**src/rtl/mac_pipe.sv**
```systemverilog
// Pipelined signed multiply-accumulate: sums one window of len products and emits one result.
// Define MAC_SAT_EN for saturating accumulation with a per-window overflow flag; default is wrap-around.
module mac_pipe #(
  parameter int WIDTH_A   = 8,
  parameter int WIDTH_B   = 8,
  parameter int ACC_WIDTH = 24,
  parameter int LEN_WIDTH = 8
) (
  input  logic                 clk,
  input  logic                 reset,
  input  logic                 en_mac,
  input  logic                 clear,
  input  logic [LEN_WIDTH-1:0] len,
  input  logic [WIDTH_A-1:0]   a,
  input  logic [WIDTH_B-1:0]   b,
  input  logic                 valid_in,
  output logic [ACC_WIDTH-1:0] data_out,
  output logic                 valid_out,
  output logic                 busy,
  output logic                 overflow
);

  localparam int PW = WIDTH_A + WIDTH_B;

  // Handshake: valid-only, no ready. A term is consumed on every rising edge where
  // valid_in & en_mac & ~clear; valid_out is a one-cycle pulse the sink must take.

  logic [LEN_WIDTH-1:0] cnt_q, cnt_d, len_q, len_d;
  logic [LEN_WIDTH-1:0] len_eff, win_len, cnt_inc;
  logic                 accept, is_first, is_last;

  always_comb begin
    accept   = valid_in & en_mac & ~clear;
    len_eff  = (len == '0) ? LEN_WIDTH'(1) : len;
    is_first = (cnt_q == '0);
    win_len  = is_first ? len_eff : len_q;
    cnt_inc  = cnt_q + LEN_WIDTH'(1);
    is_last  = (cnt_inc == win_len);
    cnt_d    = cnt_q;
    len_d    = len_q;
    if (clear) begin
      cnt_d = '0;
    end else if (accept) begin
      if (is_first) len_d = len_eff;
      cnt_d = is_last ? '0 : cnt_inc;
    end
  end

  logic signed [WIDTH_A-1:0] s1_a_q;
  logic signed [WIDTH_B-1:0] s1_b_q;
  logic                      s1_v_q, s1_first_q, s1_last_q;
  logic signed [PW-1:0]      s2_prod_q;
  logic                      s2_v_q, s2_first_q, s2_last_q;

  always_ff @(posedge clk) begin
    if (!reset) begin
      cnt_q      <= '0;
      len_q      <= '0;
      s1_a_q     <= '0;
      s1_b_q     <= '0;
      s1_v_q     <= 1'b0;
      s1_first_q <= 1'b0;
      s1_last_q  <= 1'b0;
      s2_prod_q  <= '0;
      s2_v_q     <= 1'b0;
      s2_first_q <= 1'b0;
      s2_last_q  <= 1'b0;
    end else begin
      cnt_q      <= cnt_d;
      len_q      <= len_d;
      s1_a_q     <= a;
      s1_b_q     <= b;
      s1_v_q     <= accept;
      s1_first_q <= is_first;
      s1_last_q  <= is_last;
      s2_prod_q  <= PW'(s1_a_q) * PW'(s1_b_q);
      s2_v_q     <= s1_v_q & ~clear;
      s2_first_q <= s1_first_q;
      s2_last_q  <= s1_last_q;
    end
  end

  logic signed [ACC_WIDTH-1:0] prod_ext, sum, acc_q, acc_d, data_q, data_d;
  logic                        vout_q, vout_d;

`ifdef MAC_SAT_EN
  logic signed [ACC_WIDTH:0] base_wide, sum_wide;
  logic                      sat_hit, flag_new;
  logic                      win_ovf_q, win_ovf_d, ovf_q, ovf_d;

  // One guard bit detects overflow; a first-tagged product adds to zero so loads saturate too.
  always_comb begin
    prod_ext  = ACC_WIDTH'(s2_prod_q);
    base_wide = s2_first_q ? '0 : (ACC_WIDTH+1)'(acc_q);
    sum_wide  = base_wide + (ACC_WIDTH+1)'(prod_ext);
    sat_hit   = sum_wide[ACC_WIDTH] ^ sum_wide[ACC_WIDTH-1];
    if (!sat_hit)
      sum = sum_wide[ACC_WIDTH-1:0];
    else if (sum_wide[ACC_WIDTH])
      sum = {1'b1, {(ACC_WIDTH-1){1'b0}}};
    else
      sum = {1'b0, {(ACC_WIDTH-1){1'b1}}};
    flag_new  = (s2_first_q ? 1'b0 : win_ovf_q) | sat_hit;
    vout_d    = s2_v_q & s2_last_q & ~clear;
    win_ovf_d = win_ovf_q;
    if (clear)       win_ovf_d = 1'b0;
    else if (s2_v_q) win_ovf_d = flag_new;
    ovf_d     = vout_d & flag_new;
    acc_d     = s2_v_q ? sum : acc_q;
    data_d    = vout_d ? sum : data_q;
  end

  always_ff @(posedge clk) begin
    if (!reset) begin
      win_ovf_q <= 1'b0;
      ovf_q     <= 1'b0;
    end else begin
      win_ovf_q <= win_ovf_d;
      ovf_q     <= ovf_d;
    end
  end

  assign overflow = ovf_q;
`else
  always_comb begin
    prod_ext = ACC_WIDTH'(s2_prod_q);
    sum      = s2_first_q ? prod_ext : acc_q + prod_ext;
    vout_d   = s2_v_q & s2_last_q & ~clear;
    acc_d    = s2_v_q ? sum : acc_q;
    data_d   = vout_d ? sum : data_q;
  end

  assign overflow = 1'b0;
`endif

  always_ff @(posedge clk) begin
    if (!reset) begin
      acc_q  <= '0;
      data_q <= '0;
      vout_q <= 1'b0;
    end else begin
      acc_q  <= acc_d;
      data_q <= data_d;
      vout_q <= vout_d;
    end
  end

  // Anything still in the counter or pipeline belongs to a window whose result is not out yet.
  assign busy      = (cnt_q != '0) | s1_v_q | s2_v_q;
  assign data_out  = data_q;
  assign valid_out = vout_q;

endmodule

```
**config.mk**
```make
export PLATFORM = sky130hd
export DESIGN_NAME = mac_pipe
export DESIGN_NICKNAME = d
export VERILOG_FILES = /design/src/rtl/mac_pipe.sv
export SDC_FILE = /design/constraint.sdc
export NUM_CORES = 1
export LEC_CHECK = 0
export ABC_CLOCK_PERIOD_IN_PS = 4000
export BUFFER_PORTS_ARGS = -buffer_cell sky130_fd_sc_hd__buf_2
export CAP_MARGIN = 0
export CORE_ASPECT_RATIO = 0.6
export CORE_MARGIN = 3
export CORE_UTILIZATION = 45
export DETAILED_ROUTE_END_ITERATION = 8
export SLEW_MARGIN = 40
export SYNTH_ARGS = -nofsm -noshare
export SYNTH_HDL_FRONTEND = slang
export SYNTH_SLANG_ARGS = --single-unit
```
**constraint.sdc**
```tcl
create_clock -name clk -period 4 [get_ports clk]
set_clock_uncertainty 0.15 [all_clocks]
set_input_delay 0.8 -clock clk [delete_from_list [all_inputs] [get_ports clk]]
set_output_delay 0.8 -clock clk [all_outputs]
set_load 0.005 [all_outputs]
```
# Word level (Yosys, flattened, before mapping)
# Index checks and enable logic that the tools add are counted.
dict set report classes {
  n_addsub 2
  mul 1
  eq_ne 1
  n_mux 4
  bitwise_logic 9
  n_reduce_logical 5
}
# operator n
set op_table {}
lappend op_table {{adder 24 x 16 -> 24 bit} 1}
lappend op_table {{two-way mux 24 bit} 1}
lappend op_table {{two-way mux 8 bit} 3}
lappend op_table {{zero test 8 bit} 2}
lappend op_table {{multiplier 8 x 8 -> 16 bit} 1}
lappend op_table {{adder 8 x 1 -> 8 bit (second input constant)} 1}
lappend op_table {{== test 8 bit} 1}
lappend op_table {{nonzero test 8 bit} 1}
lappend op_table {{AND 1 bit} 5}
lappend op_table {{NOT 1 bit} 2}
lappend op_table {{bitwise OR 1 bit} 2}
lappend op_table {{AND reduction 2 bit} 1}
lappend op_table {{OR reduction 2 bit} 1}
dict set report word_totals {
  register_bits 103
  in_bits 29
  output_inout_bits 27
  word_cells 36
}

# Depth between registers and ports, before layout
dict set report logic_depth {
  ltp_word 5
  depth_mapped 18
}

# Worst setup path after synthesis
# OpenSTA, ideal clock, no wires.
dict set report synth_path {
  kind {reg2reg}
  startpoint {reg s1_b_q[7]}
  endpoint {reg s2_prod_q[14]}
  setup_ns 0.128
  arrival_time_ns 4.140
  required_ns 3.722
  setup_slack_ns -0.417
  stages_incl_launch_ff 17
  period_less_slack_ns 4.417
  path_cell_list {dfxtp_1 > nand2b_1 > fa_1 > fa_1 > inv_1 > fa_1 > inv_1 > fa_1 > inv_1 > ha_1 > a21oi_1 > nor2_1 > o21a_1 > o41ai_1 > o21ai_0 > xnor2_1 > nor2_1}
}
dict set report synth_via {
  elab_chain_cells 1
}
# item line
set synth_rtl {}
lappend synth_rtl {{from (decl)} 50} ;# logic signed [WIDTH_B-1:0] s1_b_q;
lappend synth_rtl {{from (signal assigned)} 60} ;# s1_b_q <= '0;
lappend synth_rtl {{from (signal assigned)} 72} ;# s1_b_q <= b;
lappend synth_rtl {{multiplier 8 x 8 -> 16 bit} 76} ;# s2_prod_q <= PW'(s1_a_q) * PW'(s1_b_q);
lappend synth_rtl {{to (signal assigned)} 76}
lappend synth_rtl {{to (decl)} 52} ;# logic signed [PW-1:0] s2_prod_q;
# No other way between the ends.
# A chain may end at the register's enable or synchronous reset.

# Worst setup path in the final report
dict set report layout_path {
  startpoint {reg s1_a_q[4]}
  endpoint {reg s2_prod_q[12]}
}
dict set report layout_via {
  elab_chain_cells 1
}
# item line
set layout_rtl {}
lappend layout_rtl {{from (decl)} 49} ;# logic signed [WIDTH_A-1:0] s1_a_q;
lappend layout_rtl {{from (signal assigned)} 59} ;# s1_a_q <= '0;
lappend layout_rtl {{from (signal assigned)} 71} ;# s1_a_q <= a;
lappend layout_rtl {{multiplier 8 x 8 -> 16 bit} 76}
# No other way between the ends.

==> run_results.csv <==
group,metric,value,unit
die,initial_utilization,0.474,
route,firstDrtPassIters,5,
timing,fin_ws,-0.278,ns
final_layout,final_cell_mix,"dfxtp_1, inv_1, and2_1, nor2_1, nand2_1",
place,dp_hpwl,13500,um
global_routing,grt_max_degree,47,
timing,max_freq,234,MHz
synthesis,synthFlopType,"dfxtp_1",
place,dpl.cell_count,1138,
worst_setup_path,cp-start-kind,"flip-flop",
worst_setup_path,ff2ff_path_depth,16,
clocking,clkLatencyLatePin,0.35,ns
place,gp_congestion,0.883,
synthesis,syn_nets,994,
synthesis,synthArstFlopShare,0,
synthesis,syn_inst,855,
final_layout,fillers,1424,
worst_setup_path,worstReg2RegEnd,"s2_prod_q[12]",
worst_hold_path,hold_class,"flip-flop to flip-flop",
worst_hold_path,whs_endpoint,"s2_first_q",
route,post_drt_wl_per_cell,15.1,um
timing,finalCritPeriodShare,1.07,
global_routing,grt_pass1_wl,30000,um
final_layout,nNetsFinal,1076,
place,portBuffers,54,
timing,rsz0062_at_grt,"yes",
route,vias,6063,
die,row_count,35,
synthesis,yosysUniqueCellTypes,61,
worst_setup_path,worst_ep_arrival_time,4.34,ns
final_layout,drive_gt1_frac,0.202,
die,die_h,106,um
power_and_ir_drop,internal-power,0.00195,W
worst_setup_path,crit_fanout,7,
power_and_ir_drop,p_total,0.00283,W
route,drc,0,
synthesis,syn_area,7490,um^2
final_layout,fin_util,0.560,
synthesis,ys_warn_count,0,
timing,worst_pin_slew,0.825,ns
die,fp.dieArea,18300,um^2
worst_setup_path,worstSetupEndpointType,"flip-flop",
timing,finalMaxSlewViolations,0,
status,status,"complete, but fails checks",
worst_hold_path,hold_start,"s1_first_q",
worst_setup_path,critPathKind,"flip-flop to flip-flop",
worst_hold_path,holdPathStages,1,
synthesis,ys_seq_area_frac,0.275,
power_and_ir_drop,power_density,319,nW/um^2
route,drt_iter0_drc,334,
route,totalWireLength,17600,um
final_layout,final_area,8850,um^2
synthesis,ys_ff_latch,103,
clocking,clock_path_buffers,2,
worst_setup_path,r2r_start,"s1_a_q[4]",
timing,min_period,4.28,ns
global_routing,antenna_found_initial,0,
status,violations,"negative setup slack",
power_and_ir_drop,max-vdd-ir-drop,0.183,mV
clocking,cts.sinks,103,
clocking,cts_root_buf,"clkbuf_16",
timing,hold_viol_final,0,
clocking,htreeDepth,3,
power_and_ir_drop,p_clk_frac,0.310,
power_and_ir_drop,comb_power_share,0.293,
power_and_ir_drop,netSwitchingFraction,0.312,
final_layout,final_common_cell,"dfxtp_1",
job,drv_cap,0,
die,ios,56,
clocking,cts_hold_buf,0,
worst_setup_path,r2r_slack,-0.28,ns
route,final_antenna_net_count,0,
power_and_ir_drop,leakagePower,4.03,nW
timing,setup_viol,7,
clocking,cts_tree,"built",
synthesis,synth_edf_count,0,
timing,tns,-1.24,ns
final_layout,area_delta_synth_final,18.1,%
synthesis,syn_area_per_cell,8.77,um^2
clocking,clk_pin_slew,0.07,ns
global_routing,grt_overflow,0,
place,place_area,8320,um^2
final_layout,n_antenna_cell,0,
power_and_ir_drop,seq_power_share,0.397,
global_routing,grt_pass1_vias,6105,
die,dieWidth,173,um
timing,max_slew_margin,0.446,
route,detail_route.vias_per_cell,5.21,
global_routing,grt_use_total,0.199,
final_layout,fin_cells,1164,
worst_setup_path,cp.required,4.06,ns
power_and_ir_drop,p_sw,0.000881,W
die,core,15800,um^2
clocking,numCtsBuffers,9,
==> kinds of logic after synthesis <==
group / Yosys count / synth area share
other: 1 / 0.000500
DFF: 103 / 0.275
AOI/OAI and AO/OA: 178 / 0.153
adders and majority gates: 110 / 0.240
and+or+nand+nor: 276 / 0.188
muxes: 17 / 0.0245
xor gates and xnor gates: 46 / 0.0538
buffers and inverters: 124 / 0.0648
==> registers in the layout (all words and copies together) (netlist names), 8 cells and up <==
name	cells
s1_b_q	8
data_out	24
s1_a_q	8
len_q	8
cnt_q	8
s2_prod_q	16
acc_q	24
==> area by class of cell <==
type / instances / area (um^2) / share of cell area
multi-input combinational: 628 / 5170 / 0.584
sequential: 103 / 2100 / 0.237
timing repair buffer: 104 / 673 / 0.0760
tap: 222 / 278 / 0.0314
clock buffer: 11 / 233 / 0.0263
clock inverter: 5 / 56.3 / 0.00636
inverter: 91 / 342 / 0.0386
==> synthesized netlist by cell type, drive strengths merged (3+ instances only) <==
cell    instances  area [um^2]
dfxtp         103         2060
inv            91          342
and2           72          450
nor2           68          255
nand2          64          243
fa             56         1120
ha             54          676
a21oi          46          230
o21ai          39          195
xnor2          27          236
a211oi         25          200
clkbuf         24         90.1
a21o           19          144
xor2           19          166
mux2i          16          173
nand3          14         70.1
nor2b          12         75.1
and3           10         63.8
a31oi           9         56.3
buf             9         53.8
nor3            9         50.1
o21a            7         52.6
a21boi          6         45.0
nor4            6         37.5
nand4           5         37.5
nand2b          4         25.0
o31a            4         35.0
a41oi           3         26.3
nor3b           3         22.5
o31ai           3         22.5
==> timing repair <==
item | CTS | global route
pin swaps | 38 | 10
gates resized for setup | 41 | 7
endpoints found under the setup margin | 7 | 7
buffers inserted | 7 | 3
==> critical path, cell delays in order, from the launching register on <==
cell and delay [ns]:
dfxtp_2 0.41, nand2_2 0.07, fa_1 0.54, inv_1 0.06, fa_1 0.48, fa_1 0.49
inv_1 0.06, fa_1 0.54, inv_1 0.05, ha_1 0.30, inv_1 0.12, nor2_2 0.06
o21a_1 0.20, o41ai_2 0.25, buf_4 0.17, xor2_1 0.13, nor2_1 0.05
==> through the flow <==
stage	setup slack, ns	hold slack (ns)
2_1_floorplan	-0.127	0.262
3_3_place_gp	-0.370	0.268
3_5_place_dp	-0.432	0.274
4_1_cts	-0.338	0.292
5_1_grt	-0.465	0.325
6_report	-0.278	0.292
==> power groups by stage <==
stage	logic (W)	clock network (W)	registers, W
final	0.000829	0.000875	0.00112
after floorplan	0.000538	0	0.00113
after global routing	0.000937	0.000937	0.00113
after global placement	0.000722	0	0.00115
after CTS	0.000804	0.000908	0.00112
after detailed placement	0.000739	0	0.00115
==> worst max-delay path by stage <==
stage	from	endpoint	slack, ns	depth (start not counted)
2_1_floorplan	s1_a_q[6]	s2_prod_q[14]	-0.13	17
3_3_place_gp	s1_a_q[2]	s2_prod_q[12]	-0.37	17
3_5_place_dp	s1_a_q[3]	s2_prod_q[12]	-0.43	15
4_1_cts	s1_b_q[0]	s2_prod_q[12]	-0.34	17
5_1_grt	s1_b_q[2]	s2_prod_q[14]	-0.46	16
6_report	s1_a_q[4]	s2_prod_q[12]	-0.28	16
==> per-layer routing <==
| layer | GRT usage | part of all wire | vias up |
|---|---|---|---|
| met5 | 0 | 0 | - |
| met4 | 0.0428 | 0.0095 | 0 |
| met3 | 0.0368 | 0.044 | 18 |
| met2 | 0.299 | 0.42 | 124 |
| met1 | 0.297 | 0.53 | 2901 |
| li1 | - | - | 3020 |
(Power assumes the default switching activity.)
